==> src/rtl/uart_tx_arbiter_pkg.sv <==
// Shared types and constants for the UART transmit arbiter.
// Covers the FSM state encoding, the byte width and the index-width helper.
package uart_tx_arbiter_pkg;

  localparam int unsigned ByteW = 8;

  typedef enum logic [2:0] {
    StIdle,
    StSend,
    StWaitBusy,
    StWaitDone,
    StHold
  } arb_state_e;

  // Width of a requester index; a single requester still needs one bit.
  function automatic int unsigned idx_width(input int unsigned n);
    return (n > 1) ? $clog2(n) : 1;
  endfunction

endpackage

==> src/rtl/uart_tx_arbiter_if.sv <==
// Byte-source and transmitter handshake bundle for the UART transmit arbiter.
// The master modport is the arbiter side; the slave modport is the FIFOs and transmitter.
interface uart_tx_arbiter_if #(
  parameter int unsigned N_REQ = 2
);
  import uart_tx_arbiter_pkg::*;

  logic [N_REQ-1:0]       req_valid;
  logic [ByteW*N_REQ-1:0] req_data;
  logic [N_REQ-1:0]       req_last;
  logic [N_REQ-1:0]       req_pop;
  logic [ByteW-1:0]       tx_data;
  logic                   tx_send;
  logic                   tx_busy;

  modport master (
    input  req_valid, req_data, req_last, tx_busy,
    output req_pop, tx_data, tx_send
  );

  modport slave (
    output req_valid, req_data, req_last, tx_busy,
    input  req_pop, tx_data, tx_send
  );

endinterface

==> src/rtl/uart_tx_arbiter_rr_picker.sv <==
// Combinational round-robin pick: first valid requester at or after ptr, wrapping.
// Returns the winner as one-hot and as an index, plus a found flag.
module uart_tx_arbiter_rr_picker
  import uart_tx_arbiter_pkg::*;
#(
  parameter int unsigned N_REQ = 2,
  localparam int unsigned IdxW = idx_width(N_REQ)
) (
  input  logic [N_REQ-1:0] valid,
  input  logic [IdxW-1:0]  ptr,
  output logic [N_REQ-1:0] onehot,
  output logic [IdxW-1:0]  idx,
  output logic             found
);

  always_comb begin
    int unsigned j;
    onehot = '0;
    idx    = '0;
    found  = 1'b0;
    j      = 0;
    for (int unsigned off = 0; off < N_REQ; off++) begin
      j = (32'(ptr) + off) % N_REQ;
      if (!found && valid[j]) begin
        found     = 1'b1;
        onehot[j] = 1'b1;
        idx       = IdxW'(j);
      end
    end
  end

endmodule

==> src/rtl/uart_tx_arbiter.sv <==
// Shares one UART transmitter between N_REQ show-ahead byte FIFOs, round-robin,
// with optional packet lock that keeps the grant until a byte flagged last has gone out.
module uart_tx_arbiter
  import uart_tx_arbiter_pkg::*;
#(
  parameter int unsigned N_REQ        = 2,
  parameter bit          LOCK_PKT     = 1'b1,
  parameter int unsigned BUSY_TIMEOUT = 64
) (
  input  logic                     clk,
  input  logic                     rst_n,
  input  logic                     enable,
  uart_tx_arbiter_if.master        bus,
  output logic [N_REQ-1:0]         grant,
  output logic                     arb_busy,
  output logic                     err_timeout,
  output logic [15:0]              bytes_sent
);

  localparam int unsigned    IdxW    = idx_width(N_REQ);
  localparam int unsigned    TmrW    = $clog2(BUSY_TIMEOUT) + 1;
  localparam logic [TmrW-1:0] TmrLast = TmrW'(BUSY_TIMEOUT - 1);

  arb_state_e       state_q, state_d;
  logic [N_REQ-1:0] grant_q, grant_d;
  logic [IdxW-1:0]  idx_q, idx_d;
  logic [IdxW-1:0]  rr_q, rr_d;
  logic [ByteW-1:0] data_q, data_d;
  logic             last_q, last_d;
  logic [TmrW-1:0]  tmr_q, tmr_d;
  logic [15:0]      cnt_q, cnt_d;

  logic [N_REQ-1:0] pick_onehot;
  logic [IdxW-1:0]  pick_idx;
  logic             pick_found;
  logic [IdxW-1:0]  idx_next;
  logic             timeout_hit;

  uart_tx_arbiter_rr_picker #(
    .N_REQ (N_REQ)
  ) u_rr_picker (
    .valid  (bus.req_valid),
    .ptr    (rr_q),
    .onehot (pick_onehot),
    .idx    (pick_idx),
    .found  (pick_found)
  );

  assign idx_next    = (idx_q == IdxW'(N_REQ - 1)) ? '0 : idx_q + IdxW'(1);
  assign timeout_hit = (state_q == StWaitBusy) && !bus.tx_busy && (tmr_q == TmrLast);

  always_comb begin
    state_d = state_q;
    grant_d = grant_q;
    idx_d   = idx_q;
    rr_d    = rr_q;
    data_d  = data_q;
    last_d  = last_q;
    tmr_d   = tmr_q;
    cnt_d   = cnt_q;
    unique case (state_q)
      StIdle: begin
        if (enable && pick_found && !bus.tx_busy) begin
          grant_d = pick_onehot;
          idx_d   = pick_idx;
          data_d  = bus.req_data[ByteW*pick_idx +: ByteW];
          last_d  = bus.req_last[pick_idx];
          state_d = StSend;
        end
      end
      StSend: begin
        tmr_d   = '0;
        state_d = StWaitBusy;
      end
      StWaitBusy: begin
        if (bus.tx_busy) begin
          state_d = StWaitDone;
        end else if (timeout_hit) begin
          // Byte is lost; move on so a dead transmitter cannot pin one requester.
          grant_d = '0;
          rr_d    = idx_next;
          state_d = StIdle;
        end else begin
          tmr_d = tmr_q + TmrW'(1);
        end
      end
      StWaitDone: begin
        if (!bus.tx_busy) begin
          cnt_d = cnt_q + 16'd1;
          if (LOCK_PKT && !last_q && enable) begin
            if (bus.req_valid[idx_q]) begin
              data_d  = bus.req_data[ByteW*idx_q +: ByteW];
              last_d  = bus.req_last[idx_q];
              state_d = StSend;
            end else begin
              state_d = StHold;
            end
          end else begin
            grant_d = '0;
            rr_d    = idx_next;
            state_d = StIdle;
          end
        end
      end
      StHold: begin
        // Other requesters starve here on purpose: packets stay atomic on the line.
        if (!enable) begin
          grant_d = '0;
          state_d = StIdle;
        end else if (bus.req_valid[idx_q]) begin
          data_d  = bus.req_data[ByteW*idx_q +: ByteW];
          last_d  = bus.req_last[idx_q];
          state_d = StSend;
        end
      end
      default: state_d = StIdle;
    endcase
  end

  always_ff @(posedge clk) begin
    if (!rst_n) begin
      state_q <= StIdle;
      grant_q <= '0;
      idx_q   <= '0;
      rr_q    <= '0;
      data_q  <= '0;
      last_q  <= 1'b0;
      tmr_q   <= '0;
      cnt_q   <= '0;
    end else begin
      state_q <= state_d;
      grant_q <= grant_d;
      idx_q   <= idx_d;
      rr_q    <= rr_d;
      data_q  <= data_d;
      last_q  <= last_d;
      tmr_q   <= tmr_d;
      cnt_q   <= cnt_d;
    end
  end

  assign bus.tx_send = (state_q == StSend);
  assign bus.req_pop = (state_q == StSend) ? grant_q : '0;
  assign bus.tx_data = data_q;
  assign grant       = grant_q;
  assign arb_busy    = (state_q != StIdle);
  assign err_timeout = timeout_hit;
  assign bytes_sent  = cnt_q;

endmodule

==> src/flat_wrapper.sv <==
// flat-port wrapper written by rule: the top's interface ports become plain ports
module uart_tx_arbiter_flat import uart_tx_arbiter_pkg::*;
#(
  parameter int unsigned N_REQ        = 2,
  parameter bit          LOCK_PKT     = 1'b1,
  parameter int unsigned BUSY_TIMEOUT = 64
)
  (clk, rst_n, enable, grant, arb_busy, err_timeout, bytes_sent, bus_req_valid, bus_req_data, bus_req_last, bus_tx_busy, bus_req_pop, bus_tx_data, bus_tx_send);
  uart_tx_arbiter_if #(.N_REQ(N_REQ)) bus_i ();
  input  logic clk;
  input  logic rst_n;
  input  logic enable;
  output logic [N_REQ-1:0] grant;
  output logic arb_busy;
  output logic err_timeout;
  output logic [15:0] bytes_sent;
  input wire logic [$bits(bus_i.req_valid)-1:0] bus_req_valid;
  input wire logic [$bits(bus_i.req_data)-1:0] bus_req_data;
  input wire logic [$bits(bus_i.req_last)-1:0] bus_req_last;
  input wire logic [$bits(bus_i.tx_busy)-1:0] bus_tx_busy;
  output wire logic [$bits(bus_i.req_pop)-1:0] bus_req_pop;
  output wire logic [$bits(bus_i.tx_data)-1:0] bus_tx_data;
  output wire logic [$bits(bus_i.tx_send)-1:0] bus_tx_send;
  assign bus_i.req_valid = bus_req_valid;
  assign bus_i.req_data = bus_req_data;
  assign bus_i.req_last = bus_req_last;
  assign bus_i.tx_busy = bus_tx_busy;
  assign bus_req_pop = bus_i.req_pop;
  assign bus_tx_data = bus_i.tx_data;
  assign bus_tx_send = bus_i.tx_send;
  uart_tx_arbiter #(.N_REQ(N_REQ), .LOCK_PKT(LOCK_PKT), .BUSY_TIMEOUT(BUSY_TIMEOUT)) u_core (.clk(clk), .rst_n(rst_n), .enable(enable), .bus(bus_i), .grant(grant), .arb_busy(arb_busy), .err_timeout(err_timeout), .bytes_sent(bytes_sent));
endmodule
==> config.mk <==
export PLATFORM = sky130hd
export DESIGN_NAME = uart_tx_arbiter_flat
export DESIGN_NICKNAME = d
export VERILOG_FILES = /design/src/rtl/uart_tx_arbiter_pkg.sv /design/src/rtl/uart_tx_arbiter_if.sv /design/src/rtl/uart_tx_arbiter_rr_picker.sv /design/src/rtl/uart_tx_arbiter.sv /design/src/flat_wrapper.sv
export SDC_FILE = /design/constraint.sdc
export NUM_CORES = 1
export LEC_CHECK = 0
export BUFFER_PORTS_ARGS = -buffer_cell sky130_fd_sc_hd__buf_2
export CORE_MARGIN = 8
export CORE_UTILIZATION = 30
export DETAILED_ROUTE_END_ITERATION = 10
export PLACE_DENSITY = 0.47
export SLEW_MARGIN = 20
export SYNTH_ARGS = -nofsm -noshare
export SYNTH_HDL_FRONTEND = slang
export SYNTH_HIERARCHICAL = 1
export SYNTH_SLANG_ARGS = --single-unit
export TNS_END_PERCENT = 100
==> constraint.sdc <==
create_clock -name clk -period 2.1 [get_ports clk]
set_clock_uncertainty 0.1 [all_clocks]
set_input_delay 0.42 -clock clk [delete_from_list [all_inputs] [get_ports clk]]
set_output_delay 0.42 -clock clk [all_outputs]
set_load 0.01 [all_outputs]
==> results.toml <==
[run_status]
status = "complete, no violations"

[power]
p_per_area_mw_per_mm2 = 658.6
p_int_mw = 1.372
p_leak_nw = 1.140
switching_share_pct = 26.43
p_sw_mw = 0.4929
power_mw = 1.865
pwr-share-comb_pct = 15.9
ir_drop_mv = 0.2561
seqPwrFrac_pct = 43.2
clock_power_share_pct = 41.0

[timing]
setup_tns_ns = 0
rsz0062_at_grt = "false"
finalSetupViolations = 0
timing.final.crit_share_pct = 94.87
finalHoldViolations = 0
worstMarginPinSlew_ns = 0.6249
fin_hold_ws_ns = 0.2909
relSlewSlack_pct = 58.11
fmax_mhz = 501.9
slew_violations = 0
min_period_ns = 1.992

[global_route]
grt_max_degree = 24
antenna_found_initial = 0
grt.total_usage_pct = 13.20
grt_pass1_vias = 2229
grt_pass1_wl_mm = 11.01
grt_overflow = 0

[synthesis]
ys_warn_count = 6
ys_ff_latch = 39
yosysTopAreaCell = "dfxtp_1"
synth_cells = 267
ys.flop_type = "dfxtp_1"
synth_top_cell_area_share_pct = 35.00
synth-edff-count = 0
syn_avg_cell_area_um2 = 8.355
syn-num-nets = 293
synth_area_mm2 = 0.002231
ys_seq_area_share_pct = 35.00
synthTopCellsByArea = "dfxtp_1, nand3_1, o221ai_1"
ys_async_sr_fraction_pct = 0
yosysUniqueCellTypes = 56

[finish]
fin_util_pct = 39.25
drive_gt1_share_pct = 28.70
fill_cells = 770
layout.nets = 356
area_growth_pct = 26.92
antenna_cells = 0

[routing]
drt-wirelength-per-cell_um = 15.57
wl_mm = 6.695
vias = 2246
drc = 0
ant_nets = 0
drtIter0Drc = 121
drt_pass1_iterations = 4
via_per_inst = 5.223

[floorplan]
core_area_mm2 = 0.007214
dieArea_mm2 = 0.01045
io_pins = 55
initial_core_util_pct = 30.92
die_w_um = 102.2
die_h_um = 102.2
rows = 31

[clock_network]
clkTransAtPathRegs_ns = 0.08
cts_buffer_depth = 2
clock_sinks = 39
insertion_delay_ns = 0.30
cts-root-buf = "clkbuf_8"
ctsHtreeMaxLevel = 2
cts_tree = "built"
cts_buffers = 5

[critical_path]
critPathKind = "flip-flop to output port"
critPathArrivalTime_ns = 1.47
cp_max_fo = 11
startpoint_type = "flip-flop"
crit_slowest_cell = "dfxtp_2"
path_cells = "buf_4, nor4b_4, and3_1, buf_2"
cp_top_family = "simple AND/OR/NAND/NOR gates"
endpoint_kind = "output port"
required_ns = 1.58
path_buf_inv = 2
cpPeakStageDelay_ns = 0.38

[job]
drv_cap = 0

[min_path]
min_path_type = "input port to flip-flop"

[place]
numPortBuffers = 54
finalWeightedCongestion = 0.7718
dp_hpwl_mm = 4.794
power groups by stage:
stage / logic [mW] / clock network (mW) / registers [mW]
detailed placement: 0.294 / 0 / 0.822
floorplan: 0.174 / 0 / 0.824
global route: 0.329 / 0.811 / 0.812
finish: 0.296 / 0.764 / 0.805
CTS: 0.297 / 0.785 / 0.805
global placement: 0.295 / 0 / 0.821
cell families (layout without fill, tap and decap cells):
| kind of cell | count (synthesis) | count (layout) | share of synthesized area (%) |
|---|---|---|---|
| buffers and inverters | 29 | 93 | 5.777 |
| DFF | 39 | 39 | 35.00 |
| and+or+nand+nor | 106 | 106 | 28.60 |
| AOI/OAI and AO/OA | 76 | 76 | 23.28 |
| muxes | 5 | 5 | 2.300 |
| adders and majority gates | 2 | 2 | 1.122 |
| xor gates and xnor gates | 10 | 10 | 3.926 |
synth_stat cells (3+ instances only):
cell      instances
nand4_1          11
inv_1            13
xor2_1            9
nand2b_1          7
or4_1             4
clkbuf_1          8
nor2_1           20
or3_1             6
buf_2             3
nand3_1          20
mux2i_1           4
o31ai_1           4
dfxtp_1          39
buf_4             4
o211ai_1         10
nand2_1           9
o221ai_1          9
o21ai_0          14
a21boi_0          3
and3_1            4
a31oi_1          10
a21oi_1          10
and2_1            4
per-stage QoR:
stage / area [µm²] / instances / setup WS (ns)
after CTS: 2821 / 430 / 0.01452
after floorplan: 2231 / 267 / 0.2897
after global placement: 2673 / 421 / 0.05476
after global routing: 2831 / 430 / 0.03289
final: 2831 / 430 / 0.1076
after detailed placement: 2673 / 421 / -0.01104
layout make-up:
cell class | count | area (µm²) | area share (%)
flip-flops and latches | 39 | 784.5 | 27.71
inverters | 13 | 48.80 | 1.723
well taps | 99 | 123.9 | 4.375
repair buffers | 72 | 405.4 | 14.32
clock buffers | 5 | 68.82 | 2.430
clock inverters | 3 | 67.56 | 2.386
multi-input cells | 199 | 1333 | 47.06
path summary, 6_finish.rpt:
path                                                     start                                  to  slack (ns)  cells after the start
worst max-delay path            u_core/state_q[0]$_SDFFE_PN0P_                         err_timeout        0.11                      4
worst min-delay path                          bus_req_data[15]  u_core/bus.tx_data[7]$_SDFFE_PN0P_        0.29                      3
worst max register to register  u_core/state_q[2]$_SDFFE_PN0P_  u_core/bytes_sent[14]$_SDFFE_PN0P_        0.23                      5
worst min register to register        u_core/rr_q$_SDFFE_PN0P_            u_core/rr_q$_SDFFE_PN0P_        0.40                      2
layer usage:
metal	wire [µm]	part of all wire (%)	track usage, %	vias up
met3	224	3.3	2.657	6
met1	3253	49	16.72	1068
met4	67	1.0	3.386	0
met5	0	0	0	-
li1	-	-	-	1138
met2	3150	47	22.19	34
worst reg2reg max path, stage by stage (launching register included):
cell,delay (ns)
dfxtp_2,0.38
buf_4,0.18
and4bb_2,0.35
nand2_1,0.14
or4_1,0.52
a21oi_1,0.15
repair_timing:
| item | in CTS | in global routing |
|---|---|---|
| endpoints found under the setup margin | 3 | 3 |
| hold endpoints to repair | 0 | 0 |
| pin swaps | 1 | 0 |
| resized for setup | 1 | 5 |
| hold buffers | 0 | 0 |
| setup buffers | 1 | 0 |
sequential cells by signal, indices dropped and copies added (netlist names):
register            count
u_core/rr_q             1
u_core/state_q          3
u_core/last_q           1
u_core/idx_q            1
u_core/grant            2
u_core/bytes_sent      16
u_core/tmr_q            7
u_core/bus.tx_data      8
layout by cell type, fill, tap and decap left out, types with 2 or more instances in the layout:
master and n:
dfxtp_2 3, o311ai_0 2, a211oi_1 2, and2_1 4, bufinv_16 2, o41ai_1 2
nor2_1 20, o221ai_1 9, a21boi_0 3, mux2i_1 4, and3b_1 2, o21ai_0 14
nand2b_1 7, dfxtp_1 36, and3_1 3, nand2_1 9, or4_1 4, clkbuf_8 5
a31oi_1 10, nor2b_1 2, a21oi_1 10, buf_4 18, or3_1 6, nand4_1 11
xor2_1 9, o211ai_1 10, ha_1 2, nand3b_1 2, o31ai_1 4, buf_2 54
nand3_1 20, inv_1 13
Power figures use the tool's default switching activity.
